==> config.mk <==
export PLATFORM = sky130hd
export DESIGN_NAME = motor_current_control
export DESIGN_NICKNAME = d
export VERILOG_FILES = /design/src/rtl/motor_current_control.sv
export SDC_FILE = /design/constraint.sdc
export NUM_CORES = 1
export LEC_CHECK = 0
export CAP_MARGIN = 40
export CORE_UTILIZATION = 50
export CTS_CLUSTER_DIAMETER = 100
export DETAILED_ROUTE_END_ITERATION = 16
export GPL_ROUTABILITY_DRIVEN = 0
export HOLD_SLACK_MARGIN = 0.08
export PLACE_DENSITY = 0.79
export REMOVE_ABC_BUFFERS = 1
export SYNTH_ARGS = -nofsm -noshare
export SYNTH_HDL_FRONTEND = slang
export SYNTH_SLANG_ARGS = --single-unit
==> constraint.sdc <==
create_clock -name clk -period 4.27 [get_ports clk]
set_input_delay 0.854 -clock clk [delete_from_list [all_inputs] [get_ports clk]]
set_output_delay 0.854 -clock clk [all_outputs]
set_load 0.02 [all_outputs]
==> src/rtl/motor_current_control.sv <==
// Motor drive back end: slew-limited PWM duty from the assistance requirement plus overcurrent trip.
// Define OVERCURRENT_TRIP_EN to build the overcurrent monitor and FAULT state; otherwise fault is 0.
module motor_current_control #(
  parameter int unsigned PWM_BITS  = 10,
  parameter int unsigned RAMP_STEP = 8,
  parameter logic [11:0] OC_LIMIT  = 12'd3000,
  parameter int unsigned OC_COUNT  = 3
) (
  input  logic                clk,
  input  logic                rst_n,
  input  logic [12:0]         assist_req,
  input  logic                enable,
  input  logic [11:0]         current_sample,
  input  logic                current_valid,
  input  logic                fault_clear,
  output logic                pwm_out,
  output logic [PWM_BITS-1:0] duty,
  output logic                period_start,
  output logic                fault
);

  typedef enum logic [1:0] {StIdle, StRamp, StHold, StFault} state_e;

  localparam logic [PWM_BITS:0] Step = (PWM_BITS + 1)'(RAMP_STEP);

  state_e              state_q, state_d;
  logic [PWM_BITS-1:0] cnt_q, duty_q, duty_d, target;
  logic [PWM_BITS:0]   duty_step;
  logic [PWM_BITS-1:0] ramp_sat, ramp_next;
  logic                pwm_q, period_start_q;
  logic                wrap, trip;

  assign wrap   = (cnt_q == {PWM_BITS{1'b1}});
  assign target = assist_req[12] ? {PWM_BITS{1'b1}} : assist_req[11 -: PWM_BITS];

  // Step computed one bit wide so it can saturate instead of wrapping.
  assign duty_step = {1'b0, duty_q} + Step;
  assign ramp_sat  = duty_step[PWM_BITS] ? {PWM_BITS{1'b1}} : duty_step[PWM_BITS-1:0];
  assign ramp_next = (ramp_sat < target) ? ramp_sat : target;

`ifdef OVERCURRENT_TRIP_EN
  localparam int unsigned OcW = $clog2(OC_COUNT + 1);

  logic [OcW-1:0] oc_cnt_q, oc_cnt_d;
  logic           over;

  assign over = (current_sample > OC_LIMIT);
  assign trip = current_valid && over && (oc_cnt_q == OcW'(OC_COUNT - 1));

  always_comb begin
    oc_cnt_d = oc_cnt_q;
    if (trip) begin
      oc_cnt_d = '0;
    end else if (current_valid) begin
      oc_cnt_d = over ? oc_cnt_q + OcW'(1) : '0;
    end
  end

  always_ff @(posedge clk or negedge rst_n) begin
    if (!rst_n) begin
      oc_cnt_q <= '0;
    end else begin
      oc_cnt_q <= oc_cnt_d;
    end
  end

  assign fault = (state_q == StFault);
`else
  logic unused_oc;
  assign unused_oc = ^{current_sample, current_valid, OC_LIMIT, OC_COUNT[0]};
  assign trip      = 1'b0;
  assign fault     = 1'b0;
`endif

  // Trip beats everything; an enable drop is honoured immediately, other changes only at wrap.
  always_comb begin
    state_d = state_q;
    duty_d  = duty_q;
    if (trip) begin
      state_d = StFault;
      duty_d  = '0;
    end else begin
      case (state_q)
        StIdle: begin
          duty_d = '0;
          if (wrap && enable && (target != '0)) state_d = StRamp;
        end
        StRamp: begin
          if (!enable) begin
            state_d = StIdle;
            duty_d  = '0;
          end else if (wrap) begin
            if (target == '0) begin
              state_d = StIdle;
              duty_d  = '0;
            end else if (target <= duty_q) begin
              state_d = StHold;
              duty_d  = target;
            end else begin
              duty_d = ramp_next;
              if (ramp_next == target) state_d = StHold;
            end
          end
        end
        StHold: begin
          if (!enable) begin
            state_d = StIdle;
            duty_d  = '0;
          end else if (wrap) begin
            if (target == '0) begin
              state_d = StIdle;
              duty_d  = '0;
            end else if (target > duty_q) begin
              state_d = StRamp;
            end else begin
              duty_d = target;
            end
          end
        end
        StFault: begin
          duty_d = '0;
          if (fault_clear && (assist_req == '0)) state_d = StIdle;
        end
        default: begin
          state_d = StIdle;
          duty_d  = '0;
        end
      endcase
    end
  end

  always_ff @(posedge clk or negedge rst_n) begin
    if (!rst_n) begin
      state_q        <= StIdle;
      cnt_q          <= '0;
      duty_q         <= '0;
      pwm_q          <= 1'b0;
      period_start_q <= 1'b0;
    end else begin
      state_q        <= state_d;
      cnt_q          <= cnt_q + PWM_BITS'(1);
      duty_q         <= duty_d;
      // cnt==max never beats any duty, so using duty_d only matters for the forced-off cases.
      pwm_q          <= (cnt_q < duty_d);
      period_start_q <= (cnt_q == '0);
    end
  end

  assign pwm_out      = pwm_q;
  assign duty         = duty_q;
  assign period_start = period_start_q;

endmodule

==> results of run 1 <==
-- cell usage after synthesis, types with 5 or more instances --
library cell,number
dfrtp_1,24
or2_2,6
nor3_1,8
a31oi_1,6
xnor2_1,12
nand3_1,19
nor2_1,23
nand2_1,35
o211ai_1,6
inv_1,27
a21o_1,5
o21ai_0,20
nor4_1,5
a21oi_1,28
ha_1,31
clkbuf_1,6
-- cells by family after synthesis --
family	share of synthesized area [%]
other	0.139
multiplexers	0.833
buffers and inverters	7.73
XOR/XNOR	4.86
adder cells (fa/ha/maj)	14.3
AND/OR/NAND/NOR	24.3
flip-flops	22.2
AO/OA/AOI/OAI	25.6
-- power groups by stage --
stage               clock network (uW)  logic, uW  registers (uW)
floorplan                            0        107             243
global placement                     0        196             244
detailed placement                   0        204             245
CTS                                199        218             240
global route                       208        258             242
finish                             195        240             241
-- repair_timing --
action | in CTS | in global routing
resized for setup | 31 | 47
hold buffers | 0 | 0
buffers inserted | 3 | 2
pin swaps | 16 | 25
setup endpoints to repair | 1 | 1
-- registers in the layout, indices dropped and copies added, names as in the netlist --
| signal | cells |
|---|---|
| pwm_out | 1 |
| state_q | 2 |
| duty | 10 |
| period_start | 1 |
| cnt_q | 10 |
-- final cells by class --
| cell class | instances | area [um2] | share of cell area [%] |
|---|---|---|---|
| flip-flops and latches | 24 | 601 | 15.7 |
| well taps | 70 | 87.6 | 2.29 |
| clock buffers | 3 | 41.3 | 1.08 |
| repair buffers | 96 | 820 | 21.4 |
| clock inverters | 1 | 30.0 | 0.785 |
| multi-input cells | 278 | 2140 | 56.0 |
| inverters | 27 | 106 | 2.78 |
-- worst max-delay path, delay by kind of cell --
| kind | cells | cell delay, ns |
|---|---|---|
| AOI/OAI and AO/OA | 15 | 2.44 |
| adders and majority gates | 2 | 0.51 |
| buffers and inverters | 2 | 0.31 |
| and+or+nand+nor | 1 | 0.27 |
-- routing by layer --
| layer | share of wire [%] | wire length (um) |
|---|---|---|
| met2 | 49 | 4190 |
| met4 | 4.4 | 379 |
| met1 | 41 | 3530 |
| met5 | 0 | 0 |
| met3 | 5.5 | 476 |
-- metrics by stage --
stage                     TNS [ns]  power [uW]  instance area, um2  cells
after floorplan             -0.279         350                2600    329
after global routing       -0.0474         708                3830    499
after CTS                        0         657                3650    497
after global placement      -0.700         440                3430    489
after detailed placement    -0.819         449                3440    490
final                            0         675                3830    499
-- worst paths after layout --
kind | endpoint | depth (start not counted) | startpoint | slack [ns]
min | period_start | 1 | cnt_q[4] | 0.53
max reg2reg | pwm_out | 20 | duty[3] | 0.11
max in group asynchronous | duty[6] | 2 | rst_n | 2.83
min in group asynchronous | cnt_q[2] | 1 | rst_n | 0.96
max | pwm_out | 20 | assist_req[5] | 0.1
min reg2reg | period_start | 1 | cnt_q[4] | 0.53
==> flow_summary.json, run 1 <==
{
  "ant_nets": 0,
  "hpwl_um": 6340,
  "coreArea_mm2": 0.00517,
  "status": "complete, no violations",
  "fin_util_pct": 74.0,
  "yosysTopAreaCell": "dfrtp_1",
  "drive_above_1_share_pct": 32.2,
  "maxSlewViolCount": 0,
  "relSlewSlack_pct": 61.0,
  "slowest_delay_ns": 0.33,
  "path_max_fanout": 5,
  "synthToLayoutAreaGrowth_pct": 41.6,
  "finalSetupViolCount": 0,
  "numCtsBuffers": 3,
  "cts.sinks": 24,
  "synth_top_area_share_pct": 22.2,
  "cp_slowest_cell": "a221o_1",
  "hp-class": "flip-flop to flip-flop",
  "die_area_mm2": 0.00571,
  "holdWs_ns": 0.530,
  "p_sw_uw": 207,
  "grtUsageTotal_pct": 29.1,
  "die_h_um": 75.5,
  "ioPinCount": 43,
  "finalCriticalPeriod_ns": 4.17,
  "final_cell_mix": "65 x buf_4, 33 x nand2_1, 25 x ha_1",
  "synth_edf_count": 0,
  "pwr-share-clk_pct": 28.8,
  "mostFrequentLayoutCell": "buf_4",
  "clockBufferDepth": 2,
  "grt_antenna_before_repair": 0,
  "grt_max_degree": 15,
  "synth-async-reset-ratio_pct": 100,
  "end_kind": "flip-flop",
  "port_buffers": 28,
  "cp-start-kind": "primary input",
  "clk_latency_ns": 0.26,
  "crit_arrival_ns": 4.38,
  "grt_use_met2_pct": 50.4,
  "grt_pass1_wl_um": 12500,
  "hold_viol": 0,
  "cp_data_required_time_ns": 4.48,
  "p_int_uw": 468,
  "vias_per_cell": 6.18,
  "seq_power_share_pct": 35.7,
  "ir_drop_v": 0.000199,
  "avgRoutedWirePerCell_um": 17.2,
  "vias": 3082,
  "grt_overflow": 0,
  "drc": 0,
  "htreeDepth": 1,
  "top_usage_layer": "met2",
  "wirelength_um": 8580,
  "use_met1_pct": 35.3,
  "synth-seq-cells": 24,
  "power.density_mw_per_mm2": 176,
  "ys_seq_area_share_pct": 22.2,
  "share_comb_of_total_power_pct": 35.5,
  "worstMarginPinSlew_ns": 0.583,
  "crit_chain": "dlygate4sd2_1, or2_4, inv_2, ha_1, a21oi_2, o21ai_1, a221o_1, a21o_4, o21ai_0, o21ai_1, o21ai_1, ha_1, a21o_1, a21o_1, a21oi_2, o21ai_1, a21o_1, a21oi_2, o31a_1, a31o_2",
  "cts-root-buf": "clkbuf_8",
  "row_count": 26,
  "yosys_warnings": 0,
  "avgSynthCellArea_um2": 7.84,
  "yosysUniqueCellTypes": 68,
  "tritoncts": "done",
  "nets": 491,
  "grt_pass1_vias": 2769,
  "fmax_mhz": 240,
  "power_leakage_uw": 0.00176,
  "clk_pin_slew_ns": 0.08,
  "setup_ws_ns": 0.0988,
  "period_share_pct": 97.7,
  "worst_path_most_repeated_cell": "o21ai_1",
  "postSynthCellCount": 345,
  "pre_cts_slack_ns": -0.819,
  "use_met3_pct": 2.51,
  "synth_area_leaders": "dfrtp_1 22%, ha_1 14%, a21oi_1 5.2%, nand2_1 4.9%, xnor2_1 3.9%",
  "path_class": "primary input to flip-flop",
  "finClkSkew_ns": 0.00257,
  "swShare_pct": 30.7,
  "cap_violations": 0,
  "initial_core_util_pct": 52.3,
  "netlist_area_mm2": 0.00270,
  "die_width_um": 75.5,
  "ys.flop_type": "dfrtp_1",
  "fillers": 357,
  "drt_iter0_drc": 195,
  "dr.pass1.iters": 7,
  "diodes": 0
}
No activity file was read; power rests on OpenSTA's default activity.
==> run 2: changes to the inputs <==
- GPL_ROUTABILITY_DRIVEN: 0 -> 1
==> run 2 against run 1 <==
Against the previous run:
- first-iteration DRC count is 53% higher
- hold slack better by 0.0014 ns
- via count is 1.8% higher
- critical path depth is 1 higher
- cell count stayed put
- count of clock-buffer cells in the layout stayed put
- die area stayed put
- fmax is 1.6% higher
- flip-flop and latch count stayed put
- core utilization is 0.29 points higher
- wire length is 4.4% higher
- sequential power hardly changed
- critical path type unchanged
- critical endpoint unchanged
==> flow_summary.json, run 2 (synthesis gave the netlist of run 1 again) <==
{
  "numCtsBuffers": 3,
  "power_leakage_uw": 0.00174,
  "ioPinCount": 43,
  "ant_nets": 0,
  "path_max_fanout": 6,
  "finalCriticalPeriod_ns": 4.10,
  "drt_iter0_drc": 298,
  "die_area_mm2": 0.00571,
  "grt_pass1_wl_um": 13100,
  "cts.sinks": 24,
  "avgRoutedWirePerCell_um": 17.9,
  "slowest_delay_ns": 0.32,
  "initial_core_util_pct": 52.3,
  "port_buffers": 28,
  "diodes": 0,
  "cp_data_required_time_ns": 4.49,
  "coreArea_mm2": 0.00517,
  "drive_above_1_share_pct": 32.6,
  "htreeDepth": 1,
  "synthToLayoutAreaGrowth_pct": 42.1,
  "final_cell_mix": "64 x buf_4, 33 x nand2_1, 24 x dfrtp_1",
  "row_count": 26,
  "grt_max_degree": 15,
  "status": "complete, no violations",
  "mostFrequentLayoutCell": "buf_4",
  "die_width_um": 75.5,
  "grt_overflow": 0,
  "clk_latency_ns": 0.27,
  "crit_arrival_ns": 4.32,
  "maxSlewViolCount": 0,
  "gp_congestion": 0.930,
  "hp-class": "flip-flop to flip-flop",
  "end_kind": "flip-flop",
  "wirelength_um": 8960,
  "fmax_mhz": 244,
  "grtUsageTotal_pct": 30.6,
  "holdWs_ns": 0.531,
  "dr.pass1.iters": 5,
  "vias": 3136,
  "grt_pass1_vias": 2867,
  "cts-root-buf": "clkbuf_8",
  "worstMarginPinSlew_ns": 0.605,
  "grt_antenna_before_repair": 0,
  "ir_drop_v": 0.000178,
  "r2r_setup_slack_ns": 0.17,
  "ctsHoldBuffers": 0,
  "finalSetupViolCount": 0,
  "cap_violations": 0,
  "cp-start-kind": "primary input",
  "power.density_mw_per_mm2": 177,
  "tritoncts": "done",
  "drc": 0,
  "clk_pin_slew_ns": 0.08,
  "stdcell_area_mm2": 0.00384,
  "relSlewSlack_pct": 59.5,
  "path_class": "primary input to flip-flop",
  "finClkSkew_ns": 0.00563,
  "hpwl_um": 6500,
  "crit_chain": "dlygate4sd2_1, or2_4, inv_4, ha_4, a21oi_1, o21ai_1, a221o_1, a21o_4, nand2_2, o21ai_2, o21ai_2, o21ai_2, ha_1, a21o_1, a21o_1, a21oi_2, o21ai_1, a21o_1, a21oi_2, o31a_1, a31o_2",
  "clockBufferDepth": 2,
  "period_share_pct": 96.1,
  "cp_slowest_cell": "a221o_1",
  "vias_per_cell": 6.28,
  "detailed_place.area_mm2": 0.00342,
  "hold_viol": 0,
  "nets": 491,
  "die_h_um": 75.5
}
[run 2: cell count changes in the layout (fill, tap and decap cells not counted), sizes merged]
| cell | before | now |
|---|---|---|
| buf | 68 | 69 |
| clkbuf | 4 | 3 |
| dlygate4sd2 | 1 | 3 |
| dlymetal6s2s | 8 | 6 |
[run 2: report_power, final]
group | leakage (uW) | switching (uW) | internal [uW] | total (uW)
registers | 0.000319 | 8.65 | 232 | 241
logic | 0.00139 | 132 | 109 | 241
clock network | 0.0000357 | 73.3 | 126 | 199
total | 0.00174 | 214 | 466 | 680
[run 2: final timing paths]
check / startpoint / cells past startpoint / end
worst min register to register: cnt_q[4] / 1 / period_start
max in group asynchronous: rst_n / 2 / duty[4]
worst min-delay path: cnt_q[4] / 1 / period_start
min in group asynchronous: rst_n / 1 / pwm_out
worst max register to register: duty[3] / 21 / pwm_out
worst max-delay path: assist_req[7] / 21 / pwm_out
[run 2: worst max-delay path, delay by kind of cell]
| family | cells | cell delay (ns) |
|---|---|---|
| adders and majority gates | 2 | 0.50 |
| buffers and inverters | 2 | 0.31 |
| AOI/OAI and AO/OA | 15 | 2.30 |
| and+or+nand+nor | 2 | 0.35 |
[run 2: cell type report]
cell class | count | area, um2
Inverter | 27 | 111
Clock inverter | 1 | 30.0
Fill cell | 359 | 1330
Tap cell | 70 | 87.6
Multi-Input combinational cell | 278 | 2160
Sequential cell | 24 | 601
Timing Repair Buffer | 96 | 810
Clock buffer | 3 | 41.3
[run 2: layer usage]
metal | wire, um | up-vias | global-route usage (%)
met1 | 3490 | 1473 | 36.3
met5 | 0 | - | 0
met3 | 547 | 47 | 2.12
met2 | 4410 | 191 | 55.4
met4 | 507 | 0 | 16.3
li1 | - | 1425 | -
[run 2: timing repair]
item | CTS | global route
buffers inserted | 1 | 6
pin swaps | 17 | 29
gates resized for setup | 39 | 46
gates cloned | 0 | 1
setup endpoints to repair | 1 | 1
[run 2: stage by stage]
step	total power (uW)	util, %	instances	setup TNS (ns)	worst slack [ns]
finish	680	74.3	499	0	0.166
global route	713	74.3	499	-0.0499	-0.0499
CTS	660	70.0	492	0	0.00475
detailed placement	448	66.2	487	-0.865	-0.865
global placement	439	65.9	486	-0.708	-0.708
floorplan	350	-	329	-0.279	-0.279
==> run 3: changes to the inputs <==
- CORE_MARGIN: unset -> 4
==> run 3 against run 2 <==
Against the previous run:
- the run now ends with negative setup slack left
- largest power group is now combinational cells
- register-to-register slack worse by 0.28 ns
- fmax is 6.4% lower
- via count is 6.8% higher
- cell area is 6.2% higher
- total power is 2.2% lower
- highest routed layer unchanged
- clock power is 24% lower
- core utilization is 4.6 points higher
- wire length is 15% higher
- flip-flop and latch count stayed put
- sequential power hardly changed
- combinational power is 14% higher
- sequential share of layout area is 0.88 points lower
==> flow_summary.json, run 3 (synthesis gave the netlist of run 1 again) <==
{
  "finalSetupViolCount": 1,
  "stdcell_area_mm2": 0.00408,
  "ctsHoldBuffers": 0,
  "r2r_end": "pwm_out",
  "finalCriticalPeriod_ns": 4.39,
  "avgRoutedWirePerCell_um": 19.8,
  "grt_pass1_wl_um": 13900,
  "failed_checks": "negative setup slack",
  "relSlewSlack_pct": 64.3,
  "hp-class": "flip-flop to flip-flop",
  "maxSlewViolCount": 0,
  "ir_drop_v": 0.000192,
  "cp_data_required_time_ns": 4.48,
  "reg2reg_depth": 22,
  "ant_nets": 0,
  "fin_tns_setup_ns": -0.117,
  "vias": 3350,
  "fillers": 328,
  "r2r-start": "duty[3]",
  "clk_pin_slew_ns": 0.08,
  "finClkSkew_ns": 0.00135,
  "numCtsBuffers": 3,
  "pre_cts_slack_ns": -0.906,
  "r2r_setup_slack_ns": -0.12,
  "grt_pass1_vias": 3042,
  "clk_latency_ns": 0.26,
  "ioPinCount": 43,
  "status": "finished with violations",
  "path_class": "flip-flop to flip-flop",
  "crit_end": "pwm_out",
  "tritoncts": "done",
  "hpwl_um": 6500,
  "gp_congestion": 0.894,
  "power_leakage_uw": 0.00187,
  "mostFrequentLayoutCell": "buf_4",
  "drt_iter0_drc": 430,
  "nets": 513,
  "diodes": 0,
  "crit_start": "duty[3]",
  "die_h_um": 81.5,
  "grt_antenna_before_repair": 0,
  "grt_overflow": 0,
  "port_buffers": 28,
  "wirelength_um": 10300,
  "path_max_fanout": 5,
  "vias_per_cell": 6.43,
  "row_count": 26,
  "dr.pass1.iters": 5,
  "worstMarginPinSlew_ns": 0.530,
  "fmax_mhz": 228,
  "seq_area_um2": 602,
  "cap_violations": 0,
  "multi_input_area_mm2": 0.00224,
  "grtUsageTotal_pct": 26.8,
  "cts.sinks": 24,
  "setup_ws_ns": -0.117,
  "htreeDepth": 1,
  "die_area_mm2": 0.00665,
  "final_cell_mix": "85 x buf_4, 31 x nand2_1, 23 x dfrtp_1",
  "drc": 0,
  "drive_above_1_share_pct": 38.4,
  "power.density_mw_per_mm2": 163,
  "grt_max_degree": 19,
  "crit_arrival_ns": 4.60,
  "cts-root-buf": "clkbuf_8",
  "period_share_pct": 103,
  "detailed_place.area_mm2": 0.00347,
  "synthToLayoutAreaGrowth_pct": 50.9,
  "hold_viol": 0,
  "cp-start-kind": "flip-flop",
  "coreArea_mm2": 0.00517,
  "end_kind": "flip-flop",
  "clockBufferDepth": 2,
  "initial_core_util_pct": 52.3,
  "die_width_um": 81.5
}
## run 3: changes by cell type in the layout (fill, tap and decap cells not counted), moves of 2 or more
| cell | change |
|---|---|
| a21oi_1 | -2 |
| a21oi_2 | +2 |
| a31oi_2 | +2 |
| buf_4 | +21 |
| dlygate4sd2_1 | -2 |
| ha_1 | -3 |
| ha_4 | +4 |
| nand2_1 | -2 |
| nand2_2 | +3 |
| o21ai_1 | +4 |
| o21ai_2 | -3 |
| o31ai_2 | +2 |
## run 3: per-layer routing
layer  vias up  global-route usage [%]  wire length (um)
li1       1484                       -                 -
met1      1541                    31.7              3830
met2       248                    49.1              4910
met3        77                    1.54               854
met4         0                    12.8               721
met5         -                       0                 0
## run 3: cell type report
type	instances	area share [%]
Inverter	27	2.79
Clock buffer	4	1.35
Timing Repair Buffer	117	24.1
Sequential cell	24	14.8
Multi-Input combinational cell	279	54.8
Tap cell	70	2.15
## run 3: power breakdown
part           switching [uW]  internal, uW
clock                    68.6          82.3
sequential               8.52           232
combinational             145           129
## run 3: timing repair
item                       4_1_cts  5_1_grt
hold endpoints to repair         0        0
pin swaps                       11       41
gates cloned                     0        2
buffers inserted                 4       19
gates resized for setup         43       54
setup endpoints to repair        1        1
## run 3: critical path: stages (launching register included)
cell and delay [ns]:
dfrtp_2 0.45, and4_4 0.23, and4_1 0.19, or2_1 0.23, inv_1 0.14, ha_4 0.24, a21oi_2 0.16, nand2_1 0.09
a221o_1 0.40, a21o_4 0.23, buf_6 0.13, nand2_1 0.06, o21ai_1 0.10, o22ai_1 0.22, a21oi_1 0.12, ha_1 0.34
a21o_1 0.19, a21oi_2 0.12, o21ai_1 0.09, a21o_1 0.17, a21oi_2 0.16, o31a_1 0.16, a31o_2 0.10
## run 3: metrics by stage
step	power, uW	util [%]	instances	hold slack (ns)
2_1_floorplan	350	-	329	0.474
3_3_place_gp	440	66.6	491	0.510
3_5_place_dp	447	67.1	492	0.514
4_1_cts	616	71.4	500	0.532
5_1_grt	689	78.9	521	0.558
6_report	665	78.9	521	0.531
## run 3: how the worst min path moves through the flow
| stage | slack, ns | cells after the start | to | start |
|---|---|---|---|---|
| after floorplan | 0.47 | 1 | period_start | cnt_q[4] |
| after global placement | 0.51 | 1 | period_start | cnt_q[4] |
| after detailed placement | 0.51 | 1 | period_start | cnt_q[4] |
| after CTS | 0.53 | 1 | period_start | cnt_q[4] |
| after global routing | 0.56 | 1 | cnt_q[0] | cnt_q[0] |
| final | 0.53 | 1 | period_start | cnt_q[4] |
